==> src/rtl/spi_txn_arbiter.sv <==
// ---------------------------------------------------------------------------
// spi_txn_arbiter
//
// Shares one spi_master between N_REQ requesters using round-robin
// arbitration, and sequences each transaction: chip select with setup time,
// a single-cycle request pulse to the master, a wait for its ack (bounded by
// TIMEOUT), a chip-select hold time, and finally a completion pulse (with
// read data and timeout error) back to the owning requester.
//
// Ports
//   clk        clock
//   rst        asynchronous reset, active low
//   req        per-requester request level, held until done
//   req_rd     per-requester read flag (1 = read, 0 = write only)
//   req_data   per-requester write word, requester i at [32*i+31:32*i]
//   req_n      per-requester bit count, requester i at [6*i+5:6*i]
//   done       one-cycle completion pulse to the owner
//   err        one-cycle timeout pulse, coincident with done
//   rd_data    captured read word, valid while done pulses
//   cs_n       active-low chip selects, at most one bit low
//   busy       high whenever a transaction is in progress
//   m_wr_req   write request pulse to spi_master
//   m_rd_req   read request pulse to spi_master
//   m_wr_data  write word to spi_master
//   m_n        bit count to spi_master (zero-extended)
//   m_rd_data  read word from spi_master
//   m_ack      spi_master completion pulse
// ---------------------------------------------------------------------------
module spi_txn_arbiter #(
    parameter int N_REQ    = 4,
    parameter int CS_SETUP = 2,
    parameter int CS_HOLD  = 2,
    parameter int TIMEOUT  = 4096
) (
    input  logic                 clk,
    input  logic                 rst,
    input  logic [N_REQ-1:0]     req,
    input  logic [N_REQ-1:0]     req_rd,
    input  logic [32*N_REQ-1:0]  req_data,
    input  logic [6*N_REQ-1:0]   req_n,
    output logic [N_REQ-1:0]     done,
    output logic [N_REQ-1:0]     err,
    output logic [31:0]          rd_data,
    output logic [N_REQ-1:0]     cs_n,
    output logic                 busy,
    output logic                 m_wr_req,
    output logic                 m_rd_req,
    output logic [31:0]          m_wr_data,
    output logic [31:0]          m_n,
    input  logic [31:0]          m_rd_data,
    input  logic                 m_ack
);

    localparam int PTR_W = (N_REQ > 1) ? $clog2(N_REQ) : 1;

    typedef enum logic [2:0] {
        ST_IDLE  = 3'd0,
        ST_SETUP = 3'd1,
        ST_START = 3'd2,
        ST_WAIT  = 3'd3,
        ST_HOLD  = 3'd4
    } state_t;

    state_t             state_reg,     state_next;
    logic [31:0]        cnt_reg,       cnt_next;
    logic [PTR_W-1:0]   ptr_reg,       ptr_next;
    logic [PTR_W-1:0]   owner_reg,     owner_next;
    logic               rd_flag_reg,   rd_flag_next;
    logic               abort_reg,     abort_next;
    logic [N_REQ-1:0]   cs_n_reg,      cs_n_next;
    logic [N_REQ-1:0]   done_reg,      done_next;
    logic [N_REQ-1:0]   err_reg,       err_next;
    logic [31:0]        rd_data_reg,   rd_data_next;
    logic               m_wr_req_reg,  m_wr_req_next;
    logic               m_rd_req_reg,  m_rd_req_next;
    logic [31:0]        m_wr_data_reg, m_wr_data_next;
    logic [31:0]        m_n_reg,       m_n_next;

    // -----------------------------------------------------------------------
    // Round-robin candidates: slot gi holds requester (ptr + gi) mod N_REQ,
    // so the lowest set slot is the first requester at or after ptr.
    // -----------------------------------------------------------------------
    logic [PTR_W-1:0] cand_idx [N_REQ];
    logic [N_REQ-1:0] cand_hit;
    logic             grant_any;
    logic [PTR_W-1:0] grant_idx;

    for (genvar gi = 0; gi < N_REQ; gi++) begin : g_rr
        logic [PTR_W:0] sum;
        assign sum          = {1'b0, ptr_reg} + (PTR_W+1)'(gi);
        assign cand_idx[gi] = (sum >= (PTR_W+1)'(N_REQ))
                              ? PTR_W'(sum - (PTR_W+1)'(N_REQ))
                              : sum[PTR_W-1:0];
        assign cand_hit[gi] = req[cand_idx[gi]];
    end

    // Walk from the far slot down so the nearest requester overrides.
    always_comb begin
        grant_any = 1'b0;
        grant_idx = '0;
        for (int i = N_REQ - 1; i >= 0; i--) begin
            if (cand_hit[i]) begin
                grant_any = 1'b1;
                grant_idx = cand_idx[i];
            end
        end
    end

    // -----------------------------------------------------------------------
    // State register
    // -----------------------------------------------------------------------
    always_ff @(posedge clk or negedge rst) begin
        if (!rst) begin
            state_reg     <= ST_IDLE;
            cnt_reg       <= '0;
            ptr_reg       <= '0;
            owner_reg     <= '0;
            rd_flag_reg   <= 1'b0;
            abort_reg     <= 1'b0;
            cs_n_reg      <= '1;
            done_reg      <= '0;
            err_reg       <= '0;
            rd_data_reg   <= '0;
            m_wr_req_reg  <= 1'b0;
            m_rd_req_reg  <= 1'b0;
            m_wr_data_reg <= '0;
            m_n_reg       <= '0;
        end else begin
            state_reg     <= state_next;
            cnt_reg       <= cnt_next;
            ptr_reg       <= ptr_next;
            owner_reg     <= owner_next;
            rd_flag_reg   <= rd_flag_next;
            abort_reg     <= abort_next;
            cs_n_reg      <= cs_n_next;
            done_reg      <= done_next;
            err_reg       <= err_next;
            rd_data_reg   <= rd_data_next;
            m_wr_req_reg  <= m_wr_req_next;
            m_rd_req_reg  <= m_rd_req_next;
            m_wr_data_reg <= m_wr_data_next;
            m_n_reg       <= m_n_next;
        end
    end

    // -----------------------------------------------------------------------
    // Next-state and output logic
    // -----------------------------------------------------------------------
    always_comb begin
        state_next     = state_reg;
        cnt_next       = cnt_reg;
        ptr_next       = ptr_reg;
        owner_next     = owner_reg;
        rd_flag_next   = rd_flag_reg;
        abort_next     = abort_reg;
        cs_n_next      = cs_n_reg;
        done_next      = '0;
        err_next       = '0;
        rd_data_next   = rd_data_reg;
        m_wr_req_next  = 1'b0;
        m_rd_req_next  = 1'b0;
        m_wr_data_next = m_wr_data_reg;
        m_n_next       = m_n_reg;

        case (state_reg)
            ST_IDLE: begin
                if (grant_any) begin
                    // Everything the master needs is captured here, so the
                    // requester may change or drop its inputs afterwards.
                    owner_next     = grant_idx;
                    rd_flag_next   = req_rd[grant_idx];
                    m_wr_data_next = req_data[32*grant_idx +: 32];
                    m_n_next       = {26'd0, req_n[6*grant_idx +: 6]};
                    abort_next     = 1'b0;
                    cs_n_next      = ~(N_REQ'(1) << grant_idx);
                    cnt_next       = '0;
                    state_next     = ST_SETUP;
                end
            end

            ST_SETUP: begin
                if (cnt_reg == 32'(CS_SETUP - 1)) begin
                    cnt_next   = '0;
                    state_next = ST_START;
                end else begin
                    cnt_next = cnt_reg + 32'd1;
                end
            end

            ST_START: begin
                // Registered, so the pulse is seen during the first WAIT cycle.
                m_wr_req_next = 1'b1;
                m_rd_req_next = rd_flag_reg;
                cnt_next      = '0;
                state_next    = ST_WAIT;
            end

            ST_WAIT: begin
                // An ack on the last counted cycle still wins over the timeout.
                if (m_ack) begin
                    if (rd_flag_reg) begin
                        rd_data_next = m_rd_data;
                    end
                    cnt_next   = '0;
                    state_next = ST_HOLD;
                end else if (cnt_reg == 32'(TIMEOUT - 1)) begin
                    abort_next = 1'b1;
                    cnt_next   = '0;
                    state_next = ST_HOLD;
                end else begin
                    cnt_next = cnt_reg + 32'd1;
                end
            end

            ST_HOLD: begin
                if (cnt_reg == 32'(CS_HOLD - 1)) begin
                    cs_n_next            = '1;
                    done_next[owner_reg] = 1'b1;
                    err_next[owner_reg]  = abort_reg;
                    ptr_next             = (owner_reg == PTR_W'(N_REQ - 1))
                                           ? '0 : owner_reg + 1'b1;
                    cnt_next             = '0;
                    state_next           = ST_IDLE;
                end else begin
                    cnt_next = cnt_reg + 32'd1;
                end
            end

            default: begin
                cs_n_next  = '1;
                cnt_next   = '0;
                state_next = ST_IDLE;
            end
        endcase
    end

    assign done      = done_reg;
    assign err       = err_reg;
    assign rd_data   = rd_data_reg;
    assign cs_n      = cs_n_reg;
    assign busy      = (state_reg != ST_IDLE);
    assign m_wr_req  = m_wr_req_reg;
    assign m_rd_req  = m_rd_req_reg;
    assign m_wr_data = m_wr_data_reg;
    assign m_n       = m_n_reg;

endmodule

==> config.mk <==
export PLATFORM = sky130hd
export DESIGN_NAME = spi_txn_arbiter
export DESIGN_NICKNAME = d
export VERILOG_FILES = /design/src/rtl/spi_txn_arbiter.sv
export SDC_FILE = /design/constraint.sdc
export NUM_CORES = 1
export LEC_CHECK = 0
export BUFFER_PORTS_ARGS = -buffer_cell sky130_fd_sc_hd__buf_2
export CAP_MARGIN = 15
export CELL_PAD_IN_SITES_DETAIL_PLACEMENT = 0
export CELL_PAD_IN_SITES_GLOBAL_PLACEMENT = 1
export CORE_MARGIN = 4
export CORE_UTILIZATION = 38
export DETAILED_ROUTE_END_ITERATION = 12
export GPL_TIMING_DRIVEN = 0
export MAX_ROUTING_LAYER = met4
export PLACE_DENSITY = 0.95
export SLEW_MARGIN = 20
export SYNTH_ARGS = -nofsm -noshare
export SYNTH_HDL_FRONTEND = slang
export SYNTH_SLANG_ARGS = --single-unit
==> constraint.sdc <==
create_clock -name clk -period 3.2 [get_ports clk]
set_input_delay 0.96 -clock clk [delete_from_list [all_inputs] [get_ports clk]]
set_output_delay 0.96 -clock clk [all_outputs]
set_load 0.02 [all_outputs]
==> flow_metrics.tcl <==
set metrics [dict create \
    num-fill-cells 1507 \
    final_nets 1134 \
    ys_dominant_reg_cell "sky130_fd_sc_hd__dfrtp_1" \
    power.density_nw_per_um2 832.6 \
    timing.critical_path.cells "buf_2, nor3_4, inv_2, buf_2" \
    std_cell_rows 47 \
    multi_input_comb_area_sq_um 3115 \
    setup.reg_to_reg.worst_slack_ns 0.94 \
    skew_ns 0.008844 \
    start_util 0.3932 \
    layout.core_utilization 0.5351 \
    grt_util_all_layers 0.2168 \
    hold_viol 0 \
    number_of_maximum_capacitance_violations 0 \
    timing.final.ws_setup_ns 0.6767 \
    flop_and_latch_count_out_of_synthesis 125 \
    status "finished, final reports clean" \
    synth_instances 609 \
    gr-usage-met1 0.2771 \
    drc 0 \
    timing.critical_path.from_type "flip-flop" \
    path_clk_slew_ns 0.06 \
    top_level_ports 306 \
    crit_path_top_delay_cell "sky130_fd_sc_hd__dfrtp_1" \
    tritonroute_pass_1_iters 5 \
    insertion_delay_ns 0.42 \
    worst-endpoint-arrival_ns 1.56 \
    hold_class "primary input to async pin" \
    route.vias.total 5962 \
    layout_commonest_cell "sky130_fd_sc_hd__buf_2" \
    synth_sequential_area_ratio 0.4754 \
    first_iter_violations 332 \
    leakagePower_nw 4.551 \
    yosysUniqueCellTypes 55 \
    synth_async_sr_flop_share 1.000 \
    clock_path_buffers 2 \
    r2r_cells 7 \
    htree_num_levels 4 \
    tightest_slew_ns 0.6650 \
    post-cts-setup-buffer-count 0 \
    critPathRequiredTime_ns 2.24 \
    worst-path-max-fanout 8 \
    hpwlAfterDp_mm 16.51 \
    route.detailed.vias_per_inst 5.087 \
    critical_path.reg2reg.endpoint "m_wr_data[1]" \
    drive_above_1_share 0.4345 \
    worst_path_most_repeated_cell "sky130_fd_sc_hd__buf_2" \
    cts.root.buffer_cell "sky130_fd_sc_hd__clkbuf_16" \
    reg_to_reg_critical_path_startpoint "ptr_reg[1]" \
    grt_first_pass_wirelength_mm 32.51 \
    dpl_worst_slack_ns 0.2478 \
    timing.setup.critical_path_class "flip-flop to output pin" \
    ctsHoldBuffers 0 \
    ctsResizeCount 0 \
    grt_util_met3 0.05901 \
    antenna_violating_nets_left 0 \
    rsz0062_at_grt "no" \
    sequential_cell_area_sq_um 3133 \
    area_delta_synth_final_pct 36.09 \
    die_height_um 139.7 \
    fin_crit_share 0.7885 \
    vdd_ir_drop_max_mv 0.4404 \
    sink_count 125 \
    route.detailed.wl_per_inst_um 17.97 \
    globalRoute.busiestLayer "met2" \
    syn_area_sq_um 6590 \
    mostFrequentLayoutCells "305 x sky130_fd_sc_hd__buf_2, 121 x sky130_fd_sc_hd__dfrtp_1, 78 x sky130_fd_sc_hd__mux2i_1, 67 x sky130_fd_sc_hd__nand2_1, 42 x sky130_fd_sc_hd__o221ai_1" \
    final_period_minus_worst_setup_slack_ns 2.523 \
    globalplace.congestion 0.8762 \
    synth-warning-count 0 \
    relSlewSlack 0.5530 \
    dieWidth_um 139.7 \
    grt_max_degree 94 \
    die_area_sq_um 19510 \
    clock.fmax_mhz 396.3 \
    global_route.usage.met2 0.3365 \
    antenna_found_initial 5 \
    grt_overflow_total 0 \
    syn_avg_cell_area_sq_um 10.82 \
    tritoncts.num_buffers 17 \
    cts_tree "done" \
    port-buffer-count 279 \
    critical_path.endpoint_type "output pin" \
    cpPeakStageDelay_ns 0.35 \
    floorplan.core_area_sq_um 16760 \
    number_of_flops_mapped_to_enable_cells_by_yosys 0 \
    drt_wl_total_mm 21.06 \
    finish_stage_setup_viols 0 \
    drv_slew 0 \
    grt_pass1_vias 5929 \
]
[kinds of logic after synthesis]
logic type	after synthesis	share of synthesized area
simple gates	179	0.1361
flops	125	0.4754
mux	112	0.1766
compound gates	87	0.1046
buf+inv	77	0.06607
xor+xnor	22	0.02924
fa+ha+maj	6	0.01139
other cells	1	0.0005690
[where the power goes]
group	internal, mW	total, mW	leakage [nW]	switching [mW]
Clock	1.09	1.81	0.251	0.720
Sequential	2.12	2.40	1.60	0.275
Combinational	1.25	3.26	2.70	2.02
Total	4.46	7.47	4.55	3.01
[worst max-delay path, delay by kind of cell (launching register included)]
kind                   cells  cell delay [ns]
buffers and inverters      3             0.47
flip-flops                 1             0.35
AND/OR/NAND/NOR            1             0.33
[through the flow]
stage                     TNS (ns)  cells  power (mW)  hold WS (ns)  instance area, sq um
after detailed placement         0   1134       5.698        0.4680                  8393
after global routing             0   1171       7.904        0.4047                  8966
after floorplan                  0    634       4.526        0.4700                  6684
final                            0   1172       7.467        0.3943                  8969
after CTS                        0   1166       7.541        0.3932                  8954
after global placement      -58.56   1133       5.612        0.4655                  8356
[layer usage]
metal	wire length, um	vias to the layer above
met1	8952	2846
met5	0	-
li1	-	2839
met2	10060	245
met4	427	0
met3	1615	32
[worst max-delay path by stage]
stage | start | endpoint | depth (start not counted)
6_report | state_reg[2] | busy | 4
3_5_place_dp | req[1] | m_wr_data[7] | 6
3_3_place_gp | rst | rd_data[18] | 1
4_1_cts | state_reg[2] | busy | 4
2_1_floorplan | req[1] | cnt_reg[10] | 6
5_1_grt | req[0] | m_wr_data[1] | 8
[cell type report]
type	count	area share
Clock buffer	20	0.04980
Timing Repair Buffer	280	0.1599
Buffer	63	0.04269
Antenna cell	6	0.001674
Multi-Input combinational cell	432	0.3474
Sequential cell	125	0.3493
Clock inverter	12	0.01270
Inverter	14	0.005859
Tap cell	220	0.03069
[synth_stat cells (all sizes together) (3+ instances only)]
| cell | count | area [sq um] |
|---|---|---|
| mux2 | 34 | 382.9 |
| and2 | 9 | 56.30 |
| nor3 | 8 | 61.31 |
| nor4 | 9 | 62.56 |
| dfrtp | 121 | 3028 |
| nand3 | 15 | 80.08 |
| nor2 | 33 | 126.4 |
| nand2 | 67 | 251.5 |
| xnor2 | 5 | 43.79 |
| inv | 14 | 52.55 |
| and4 | 5 | 43.79 |
| ha | 6 | 75.07 |
| a21oi | 6 | 30.03 |
| o21ai | 12 | 60.06 |
| dfstp | 4 | 105.1 |
| xor2 | 17 | 148.9 |
| and3 | 12 | 75.07 |
| clkbuf | 8 | 30.03 |
| nand4 | 11 | 68.82 |
| o22ai | 6 | 37.54 |
| o22a | 3 | 26.28 |
| mux2i | 78 | 780.8 |
| o221ai | 42 | 367.9 |
| buf | 55 | 352.8 |
No activity file was read; power rests on OpenSTA's default activity.
